===== src/rtl/sample_cache.sv =====
// sample_cache: packs the bytes of the active channel groups from each
// accepted 32-bit sample into dense 32-bit memory words. A full word is
// presented on cdata_o with a one-cycle cstb_o pulse. Leftover bytes (0..3)
// stay in a small cache that is visible on cache_o/cnt_o for readback.
module sample_cache #(
   parameter int WIDTH = 32
) (
   input  logic             clk_i,
   input  logic             rst_i,
   input  logic             en_i,
   input  logic             clr_i,
   input  logic             stb_i,
   input  logic [WIDTH-1:0] smpl_i,
   input  logic [3:0]       cfg_i,
   output logic             cstb_o,
   output logic [WIDTH-1:0] cdata_o,
   output logic [1:0]       cnt_o,
   output logic [23:0]      cache_o
);

   logic             cstb_q, cstb_d;
   logic [WIDTH-1:0] cdata_q, cdata_d;
   logic [1:0]       cnt_q, cnt_d;
   logic [23:0]      cache_q, cache_d;

   logic [31:0]      kept;      // active group bytes, compacted to the bottom
   logic [2:0]       n_kept;    // number of active groups (0..4)
   logic [55:0]      strm;      // cached bytes followed by kept bytes, zero-filled
   logic [55:0]      cache_ext; // cache widened so every stream lane has a source
   logic [2:0]       total;     // bytes in the stream (0..7)
   logic             accept;

   assign accept    = en_i & stb_i & ~clr_i;
   assign cache_ext = {32'b0, cache_q};
   assign total     = {1'b0, cnt_q} + n_kept;

   // Compact the active groups: each kept byte lands at the running count of
   // active groups below it (prefix popcount of cfg_i).
   always_comb begin
      logic [2:0] acc;
      acc  = '0;
      kept = '0;
      for (int g = 0; g < 4; g++) begin
         if (cfg_i[g]) begin
            kept[8*acc[1:0] +: 8] = smpl_i[8*g +: 8];
            acc = acc + 3'd1;
         end
      end
      n_kept = acc;
   end

   // Byte-lane mux: lanes below cnt_q come from the cache, the next n_kept
   // lanes from the compacted sample, everything past the end reads zero.
   always_comb begin
      strm = '0;
      for (int i = 0; i < 7; i++) begin
         if (i < int'(cnt_q)) begin
            strm[8*i +: 8] = cache_ext[8*i +: 8];
         end else if ((i - int'(cnt_q)) < int'(n_kept)) begin
            strm[8*i +: 8] = kept[8*(i - int'(cnt_q)) +: 8];
         end
      end
   end

   // Next-state: clear beats accept; a full stream emits its first four bytes
   // and keeps the rest. The low two bits of total are the new count either way.
   always_comb begin
      cstb_d  = 1'b0;
      cdata_d = cdata_q;
      cnt_d   = cnt_q;
      cache_d = cache_q;
      if (clr_i) begin
         cnt_d   = '0;
         cache_d = '0;
      end else if (accept) begin
         cnt_d = total[1:0];
         if (total[2]) begin
            cstb_d  = 1'b1;
            cdata_d = strm[31:0];
            cache_d = strm[55:32];
         end else begin
            cache_d = strm[23:0];
         end
      end
   end

   // State registers with synchronous reset.
   always_ff @(posedge clk_i) begin
      if (rst_i) begin
         cstb_q  <= 1'b0;
         cdata_q <= '0;
         cnt_q   <= '0;
         cache_q <= '0;
      end else begin
         cstb_q  <= cstb_d;
         cdata_q <= cdata_d;
         cnt_q   <= cnt_d;
         cache_q <= cache_d;
      end
   end

   assign cstb_o  = cstb_q;
   assign cdata_o = cdata_q;
   assign cnt_o   = cnt_q;
   assign cache_o = cache_q;

endmodule


===== config.mk =====
export PLATFORM = sky130hd
export DESIGN_NAME = sample_cache
export DESIGN_NICKNAME = d
export VERILOG_FILES = /design/src/rtl/sample_cache.sv
export SDC_FILE = /design/constraint.sdc
export NUM_CORES = 1
export LEC_CHECK = 0
export ABC_AREA = 1
export BUFFER_PORTS_ARGS = -buffer_cell sky130_fd_sc_hd__buf_2
export CORE_MARGIN = 8
export CORE_UTILIZATION = 45
export CTS_BUF_LIST = sky130_fd_sc_hd__clkbuf_4
export DETAILED_ROUTE_END_ITERATION = 7
export PLACE_DENSITY = 0.67
export SYNTH_ARGS = -nofsm -noshare
export SYNTH_HDL_FRONTEND = slang
export SYNTH_SLANG_ARGS = --single-unit

===== constraint.sdc =====
create_clock -name clk_i -period 5 [get_ports clk_i]
set_input_delay 0.25 -clock clk_i [delete_from_list [all_inputs] [get_ports clk_i]]
set_output_delay 0.25 -clock clk_i [all_outputs]
set_load 0.1 [all_outputs]

# After elaboration in Yosys (flattened, before gate mapping)
# Cells that the tools add are included.
[op_classes]
n_mux = 23
bitwise = 4
order_cmp = 10
n_shift = 13
n_addsub = 14
reduce_logical = 3
[ops]
columns = ["operator", "n"]
rows = [
  ["$shiftx 32x6->8", 4],
  ["$neg 5->34", 3],
  ["$shift 8x34->32 const A", 3],
  ["$shiftx 8x34->32", 3],
  ["$bwmux 32", 3],
  ["$mux 32", 3],
  ["$shiftx 32x7->8", 3],
  ["$mux 8", 11],
  ["$mux 24", 1],
  ["$lt 3x4->1", 4],
  ["$lt 4x4->1", 3],
  ["$sub 3x2->4 const A", 3],
  ["$add 3x1->3 const B", 3],
  ["$mux 3", 3],
  ["$sub 1x2->3 const A", 2],
  ["$sub 2x2->3 const A", 2],
  ["$lt 1x2->1 const A", 2],
  ["$add 2x3->3", 1],
  ["$reduce_and 3->1", 1],
  ["$reduce_or 3->1", 1],
  ["$and 1x1->1", 2],
  ["$lt 2x2->1 const A", 1],
  ["$mux 1", 2],
  ["$not 1->1", 2],
  ["$reduce_or 2->1", 1],
]
[totals]
in_bits = 41
output_inout_bits = 59
word_cells = 71
reg_bits = 59

# Longest topological paths before layout
# Gate-level depths: netlist (run 1).
[depth]
depth_word = 13
mapped_depth = 23
ltp_nobuf = 19

# Worst setup path after synthesis (run 1)
# Ideal clock, no wire load.
[synth_timing]
path_kind = "register -> register"
start = "register cnt_q[0] (netlist: cnt_o[0])"
end = "register cache_q[19] (netlist: cache_o[19])"
path_stages_with_launch = 16
setup_slack_ns = 1.085
required_time_ns = 4.931
setup_time_ns = 0.069
arrival_ns = 3.846
cell_sequence = "dfxtp_1 > clkbuf_1 > clkinv_1 > clkbuf_1 > ha_1 > inv_1 > buf_2 > buf_1 > ha_1 > inv_1 > o21bai_1 > a211oi_1 > nand3_1 > nand2_1 > nand2_1 > a21oi_2"
[synth_via]
elab_chain_len = 5
[synth_lines]
columns = ["element", "line_no", "rtl"]
rows = [
  ["from (decl)", "23", "logic [1:0] cnt_q, cnt_d;"],
  ["from (signal assigned)", "97", "cnt_q <= cnt_d;"],
  ["$sub 2x2->3", "59, 60", ""],
  ["$shiftx 32x6->8 / $lt 3x4->1 (equally long branches)", "60, 59", ""],
  ["$mux 8", "59", "end else if ((i - int'(cnt_q)) < int'(n_kept)) begin"],
  ["$mux 8", "57", "if (i < int'(cnt_q)) begin"],
  ["$mux 24 (*)", "77", "if (total[2]) begin"],
  ["to (signal assigned)", "98", "cache_q <= cache_d;"],
  ["to (decl)", "24", "logic [23:0] cache_q, cache_d;"],
]
# Mark *: on every way between the ends. The rest lies on a longest branch, timed or not.
# A chain may end at the register's enable or synchronous reset.

# Worst setup path after layout (run 1)
[layout_timing]
start = "register cnt_q[0] (netlist: cnt_o[0])"
end = "register cache_q[17] (netlist: cache_o[17])"
# Same word-level chain as after synthesis.

==> results of run 1 <==
==> what timing repair did <==
item                                   CTS  global route
endpoints found under the hold margin    1             0
hold buffers                             1             0
setup buffers                            0             0
resized for setup                        0             0
==> metrics by stage <==
stage | cell area, µm² | setup WS, ns | total power [mW]
5_1_grt | 5670 | 0.483 | 1.40
3_5_place_dp | 5510 | 0.611 | 0.940
4_1_cts | 5670 | 0.889 | 1.33
2_1_floorplan | 5000 | 1.09 | 0.830
6_report | 5670 | 0.872 | 1.32
3_3_place_gp | 5510 | 0.820 | 0.939
==> final cells by class <==
type	instances	area, µm²
Tap cell	140	175
Timing Repair Buffer	111	588
Clock inverter	6	80.1
Clock buffer	10	75.1
Inverter	80	303
Multi-Input combinational cell	643	3270
Sequential cell	59	1180
Fill cell	1185	5170
==> power by group <==
group	leakage, nW	internal [mW]	switching [mW]	total, mW
clock network	0.0815	0.204	0.181	0.386
registers	0.477	0.481	0.00657	0.487
logic	2.58	0.115	0.331	0.446
total	3.14	0.801	0.518	1.32
==> worst max-delay path, cell delays in order (launching register included) <==
cell and delay (ns):
dfxtp_1 0.33, buf_4 0.35, clkinv_1 0.12, buf_4 0.27, ha_1 0.93, inv_1 0.66
ha_1 0.48, inv_1 0.06, o21bai_1 0.07, a211oi_1 0.22, buf_4 0.20, nand3_1 0.11
nand2_1 0.10, nand2_1 0.06, a21oi_1 0.11
==> logic make-up after synthesis <==
kind of cell	synth area share
compound gates	0.171
buf+inv	0.111
simple gates	0.418
fa+ha+maj	0.0580
flops	0.236
xor+xnor	0.00675
==> placed cells by master (no fill, tap or decap), types with 3 or more instances in the layout <==
cell / count
nor2_2: 3
nand3_2: 5
o211ai_2: 3
o211ai_1: 4
o21ai_2: 8
clkinv_1: 6
dfxtp_1: 59
inv_2: 3
o21bai_1: 18
ha_1: 20
nand3_1: 155
buf_4: 11
a31oi_1: 7
o21ai_0: 50
nand2_4: 3
nand4_1: 6
buf_2: 99
clkbuf_4: 10
a21oi_1: 46
inv_1: 72
nand2_1: 249
nor2_1: 44
nand2_2: 6
==> registers in the layout, summed over array words and instances, names as in the netlist <==
register  count
cache_o      24
cdata_o      32
cnt_o         2
cstb_o        1
==> how the worst max path moves through the flow <==
stage	start	end	slack, ns	cells past startpoint
floorplan	cnt_o[0]	cache_o[19]	1.09	15
global placement	cfg_i[0]	cdata_o[26]	0.82	20
detailed placement	cfg_i[0]	cdata_o[26]	0.61	20
CTS	cnt_o[0]	cache_o[19]	0.89	14
global route	cnt_o[0]	cache_o[17]	0.48	14
finish	cnt_o[0]	cache_o[17]	0.87	14
==> per-layer routing <==
metal	global-route usage	share of wire	vias to the layer above
met2	0.341	0.44	212
met5	0	0	-
met1	0.281	0.46	2434
li1	-	-	2874
met4	0.0663	0.023	0
met3	0.0530	0.081	21
==> results.env, run 1 <==
CRITICAL_PATH_ARRIVAL_NS=4.47
WORSTHOLDPATHCELLS=5
TRITONROUTE_PASS_1_ITERS=7
SYNTH_FF_TYPE='dfxtp_1'
NETLIST.TOP_CELL.BY_AREA='dfxtp_1'
GRT_START_MAX_NET_PINS=38
DETAILED_ROUTER_S_FIRST_ITERATION_VIOLATION_COUNT=458
SYNTH_ENABLE_FLOP_CELLS=0
SYNTH.AVG_CELL_AREA_UM2=6.06
RESULT_OF_THE_RUN='complete, no violations'
WORSTREG2REGSTART='cnt_o[0]'
ANTENNA_VIOLATIONS_BEFORE_REPAIR=0
IR_WORST_VDD_mV=0.244
COUNT_OF_MAXIMUM_CAPACITANCE_VIOLATIONS=0
NUMCLOCKSINKS=59
GLOBAL_ROUTE_WIRE_LENGTH_BEFORE_REPAIR_UM=26100
PLACEMENT_ROWS=38
WORST_CASE_HOLD_SLACK_NS=0.339
ANTENNA_CELLS=0
PORT_BUFFERS=99
TIMING_WORST_SLEW_PIN_VALUE_NS=0.932
POST-DP-HPWL_UM=12300
PLACEABLECOREAREA_UM2=10800
FINAL_ESTIMATED_ROUTING_CONGESTION_IN_GLOBAL_PLACEMENT=0.995
TIMING.FINAL.MAX_SLEW_VIOLATIONS=0
CRITICAL_PATH_CLASS='reg -> reg'
WORSTSKEWPAIRLATENCY_NS=0.42
FINAL_PERIOD_MINUS_WORST_SETUP_SLACK_NS=4.13
TIMING.CRITICAL_PATH.FANOUT_MAX=37
NETS=967
FLOORPLAN.DIE.WIDTH_UM=121
TRITONCTS='yes'
SLEW_HEADROOM=0.378
HOLDCRITPATHCLASS='in -> reg'
POST_SYNTH_INSTANCE_AREA_UM2=5000
LAYOUTNONFILLERINSTCOUNT=1049
HOLD_PATH_STARTPOINT='clr_i'
VIA_COUNT_OF_THE_FIRST_GLOBAL_ROUTING_PASS=5222
WORST-R2R-SETUP-SLACK_NS=0.87
CRITICAL_PATH.REG2REG.ENDPOINT='cache_o[17]'
FIN_UTIL=0.523
ASYNC_SET_OR_RESET_REGISTER_RATIO_AFTER_SYNTHESIS=0
SETUP_VIOL_COUNT_FINAL=0
POSTSYNTHCELLCOUNT=826
SYNTH_SEQ_CELLS=59
SYNTH.LIB_CELLS_USED.DISTINCT=39
CRITPATHLAUNCHTYPE='register'
SYNTHESIZED_NETS=889
CRIT_REQUIRED_NS=5.34
FF2FF_PATH_DEPTH=14
FINALCRITPERIODSHARE=0.826
LEAKAGEPOWER_nW=3.14
H-TREE-DEPTH=3
SYNTH_WARNINGS=0
DP_CELLS=1032
HOLD_VIOLATIONS=0
GRT_SETUP_UNREPAIRED='no'
CRITICAL_PATH.ENDPOINT_TYPE='register'
DRT_WL_TOTAL_UM=15800
CLK_TRANSITION_REPORTED_PATHS_NS=0.12
CLOCK_SKEW_NS=0.0247
CLK_PATH_BUF_DEPTH=2
HOLD-PATH-ENDPOINT='cache_o[18]'
POWER_DENSITY_nW_PER_UM2=233
DR_TOTAL_VIAS=5541
POST_DRT_WL_PER_CELL_UM=15.1
FMAX_MHz=242
POST-SYNTH-TOP-AREA-FRACTION=0.236
INITIAL_CORE_UTIL=0.462
DESIGN.DIE.AREA_UM2=14700
POST_DRT_VIA_CELL_RATIO=5.28
TOTALNEGATIVESETUPSLACK_NS=0
SYNTH_SEQ_AREA_SHARE=0.236
CLOCK_TREE.ROOT_CELL='clkbuf_4'
YS_TOP_CELLS_BY_COUNT='249 x nand2_1, 155 x nand3_1, 72 x inv_1'
YOSYS-TOP-CELLS-AREA='dfxtp_1 24%, nand2_1 19%, nand3_1 16%'
IOPINCOUNT=100
CTS_MADE_BUFFERS=9
SYNTHMOSTINSTANTIATEDCELL='nand2_1'
DRC=0
GLOBALROUTE.TOTALOVERFLOW=0
GLOBAL_ROUTE.USAGE.TOTAL=0.215
CHIP_HEIGHT_UM=121
DRTANTENNAVIOLNETS=0
FRACTION_OF_LAYOUT_CELLS_WITH_A_SIZE_SUFFIX_ABOVE_1=0.177
SYN_TO_FINAL_GROWTH_PCT=13.3
Note: power is estimated with default switching activity, not from simulation.
==> run 2: changes to the inputs <==
- clock period: 5 -> 3.8 ns (I/O delays scaled with it)
==> run 2 against run 1 <==
  * Routed wire length increased by 2.1%
  * Setup slack worse by 0.31 ns
  * Clock skew decreased by 0.016 ns
  * Via count barely moved
  * Clock-buffer cell count increased by 2
  * Design area grew 0.53%
  * First-iteration DRC count fell by 11%
  * Flip-flop and latch count unchanged
  * Largest power group unchanged
==> results.env, run 2 (synthesis results as in run 1) <==
TRITONROUTE_PASS_1_ITERS=5
POST-DP-HPWL_UM=12600
FINALCRITPERIODSHARE=0.853
CLK_PATH_BUF_DEPTH=2
FINAL_CELL_AREA_UM2=5700
CRITICAL_PATH_ARRIVAL_NS=3.60
SLEW_HEADROOM=0.405
DESIGN.DIE.AREA_UM2=14700
LARGEST_REG_FLOPS=32
DRT_WL_TOTAL_UM=16100
WORST_CASE_HOLD_SLACK_NS=0.289
PLACEDINSTANCEAREA_UM2=5580
TRITONCTS='yes'
PLACEABLECOREAREA_UM2=10800
NETS=977
HOLD_PATH_STARTPOINT='clr_i'
POST-CTS-SETUP-BUFFERS=0
POWER.INTERNAL_uW=941
DETAILED_ROUTER_S_FIRST_ITERATION_VIOLATION_COUNT=409
CRITICAL_PATH.ENDPOINT_TYPE='register'
GLOBAL_ROUTE_WIRE_LENGTH_BEFORE_REPAIR_UM=26000
GLOBALROUTE.TOTALOVERFLOW=0
SETUP_VIOL_COUNT_FINAL=0
SEQUENTIAL_GROUP_SHARE_OF_TOTAL_POWER=0.399
POST_DRT_VIA_CELL_RATIO=5.24
TOTALPOWERFINAL_mW=1.61
PLACEMENT_ROWS=38
DR_TOTAL_VIAS=5545
FINAL_PERIOD_MINUS_WORST_SETUP_SLACK_NS=3.24
CRITICAL_PATH.REG2REG.ENDPOINT='cache_o[19]'
GRT_SETUP_UNREPAIRED='no'
CLOCK_SKEW_NS=0.00860
FINAL_ESTIMATED_ROUTING_CONGESTION_IN_GLOBAL_PLACEMENT=0.932
SETUP_SLACK_NS=0.558
FLOORPLAN.DIE.WIDTH_UM=121
IOPINCOUNT=100
CRITICAL_PATH_CLASS='in -> reg'
CLK_TRANSITION_REPORTED_PATHS_NS=0.10
HOLD-PATH-ENDPOINT='cache_o[6]'
DPL_WORST_SLACK_NS=0.143
VIA_COUNT_OF_THE_FIRST_GLOBAL_ROUTING_PASS=5251
COMB_POWER_SHARE=0.368
ANTENNA_CELLS=0
CHIP_HEIGHT_UM=121
LEAKAGEPOWER_nW=3.17
WORST-R2R-SETUP-SLACK_NS=1.31
H-TREE-DEPTH=3
INITIAL_CORE_UTIL=0.462
ANTENNA_VIOLATIONS_BEFORE_REPAIR=0
TIMING.CRITICAL_PATH.FANOUT_MAX=11
CLOCKPOWERSHARE=0.233
MOSTFREQUENTLAYOUTCELLS='249 x nand2_1, 155 x nand3_1, 99 x buf_2'
RESULT_OF_THE_RUN='complete, no violations'
FRACTION_OF_LAYOUT_CELLS_WITH_A_SIZE_SUFFIX_ABOVE_1=0.188
DRC=0
POWER_DENSITY_nW_PER_UM2=282
CLOCK_TREE.ROOT_CELL='clkbuf_4'
SWITCHING_FRACTION=0.415
HOLDCRITPATHCLASS='in -> reg'
TIMING.FINAL.MAX_SLEW_VIOLATIONS=0
TIMING_WORST_SLEW_PIN_VALUE_NS=0.891
DRTANTENNAVIOLNETS=0
WORSTHOLDPATHCELLS=5
FMAX_MHz=308
FF2FF_PATH_DEPTH=9
CRITPATHLAUNCHTYPE='input pin'
MOST_COMMON_CELL_AFTER_LAYOUT_FILL_AND_TAPS_ASIDE='nand2_1'
WORSTREG2REGSTART='cnt_o[1]'
PORT_BUFFERS=99
POST_DRT_WL_PER_CELL_UM=15.2
CRIT_REQUIRED_NS=4.15
IR_WORST_VDD_mV=0.215
CTS_MADE_BUFFERS=9
WORSTSKEWPAIRLATENCY_NS=0.42
HOLD_VIOLATIONS=0
COUNT_OF_MAXIMUM_CAPACITANCE_VIOLATIONS=0
SYN_TO_FINAL_GROWTH_PCT=13.9
NUMCLOCKSINKS=59
N_FILL_CELL=1213
TOTALNEGATIVESETUPSLACK_NS=0
GRT_START_MAX_NET_PINS=37
P_SWITCHING_uW=668
GLOBAL_ROUTE.USAGE.TOTAL=0.219
[run 2: cell types whose count changed in the layout (fill, tap and decap cells not counted), sizes merged]
cell / previous run / this run
buf: 110 / 120
bufinv: 2 / 0
clkbuf: 10 / 12
clkinv: 7 / 8
clkinvlp: 1 / 0
[run 2: repair_timing]
item                                   in CTS  in global routing
endpoints found under the hold margin       1                  0
gates resized for setup                     0                  0
setup endpoints to repair                   0                  0
hold buffers                                1                  0
[run 2: per-layer routing]
layer	wire length, µm	vias up	global-route usage	share of wire
li1	-	2900	-	-
met1	7450	2443	0.277	0.46
met2	7170	176	0.352	0.45
met3	1060	26	0.0465	0.066
met4	429	0	0.0910	0.027
met5	0	-	0	0
[run 2: metrics by stage]
stage / util / instances
6_report: 0.526 / 1059
5_1_grt: 0.526 / 1059
4_1_cts: 0.526 / 1059
3_5_place_dp: 0.515 / 1042
3_3_place_gp: 0.515 / 1042
2_1_floorplan: - / 826
[run 2: power by group through the flow]
stage                     sequential (mW)  clock [mW]  combinational [mW]
after floorplan                     0.761           0               0.331
after global placement              0.656           0               0.585
after detailed placement            0.656           0               0.586
after CTS                           0.642       0.390               0.590
after global routing                0.644       0.419               0.654
final                               0.642       0.375               0.593
[run 2: how the worst max path moves through the flow]
| stage | slack (ns) | startpoint | endpoint |
|---|---|---|---|
| 2_1_floorplan | 0.04 | cfg_i[0] | cache_o[19] |
| 3_3_place_gp | 0.23 | cfg_i[0] | cache_o[1] |
| 3_5_place_dp | 0.14 | cfg_i[0] | cache_o[1] |
| 4_1_cts | 0.59 | cfg_i[0] | cache_o[1] |
| 5_1_grt | 0.19 | cfg_i[1] | cache_o[2] |
| 6_report | 0.56 | cfg_i[0] | cache_o[1] |
[run 2: area by class of cell]
cell class	instances	area (µm²)	share of cell area
clock buffers	12	90.1	0.0158
repair buffers	121	663	0.116
flip-flops and latches	59	1180	0.208
multi-input cells	643	3270	0.573
inverters	80	303	0.0531
well taps	140	175	0.0307
clock inverters	4	17.5	0.00307
[run 2: worst max-delay path, stage by stage]
cell	delay [ns]
buf_2	0.19
clkinv_1	0.14
ha_1	0.35
inv_2	0.07
nand2_1	0.07
nand2_2	0.10
inv_2	0.04
ha_1	0.29
nand2_1	0.14
inv_1	0.06
a21oi_1	0.35
inv_1	0.13
ha_1	0.31
inv_1	0.06
o21bai_1	0.07
a21oi_1	0.59
nand3_1	0.16
nand2_1	0.13
nand2_1	0.05
a21oi_1	0.11
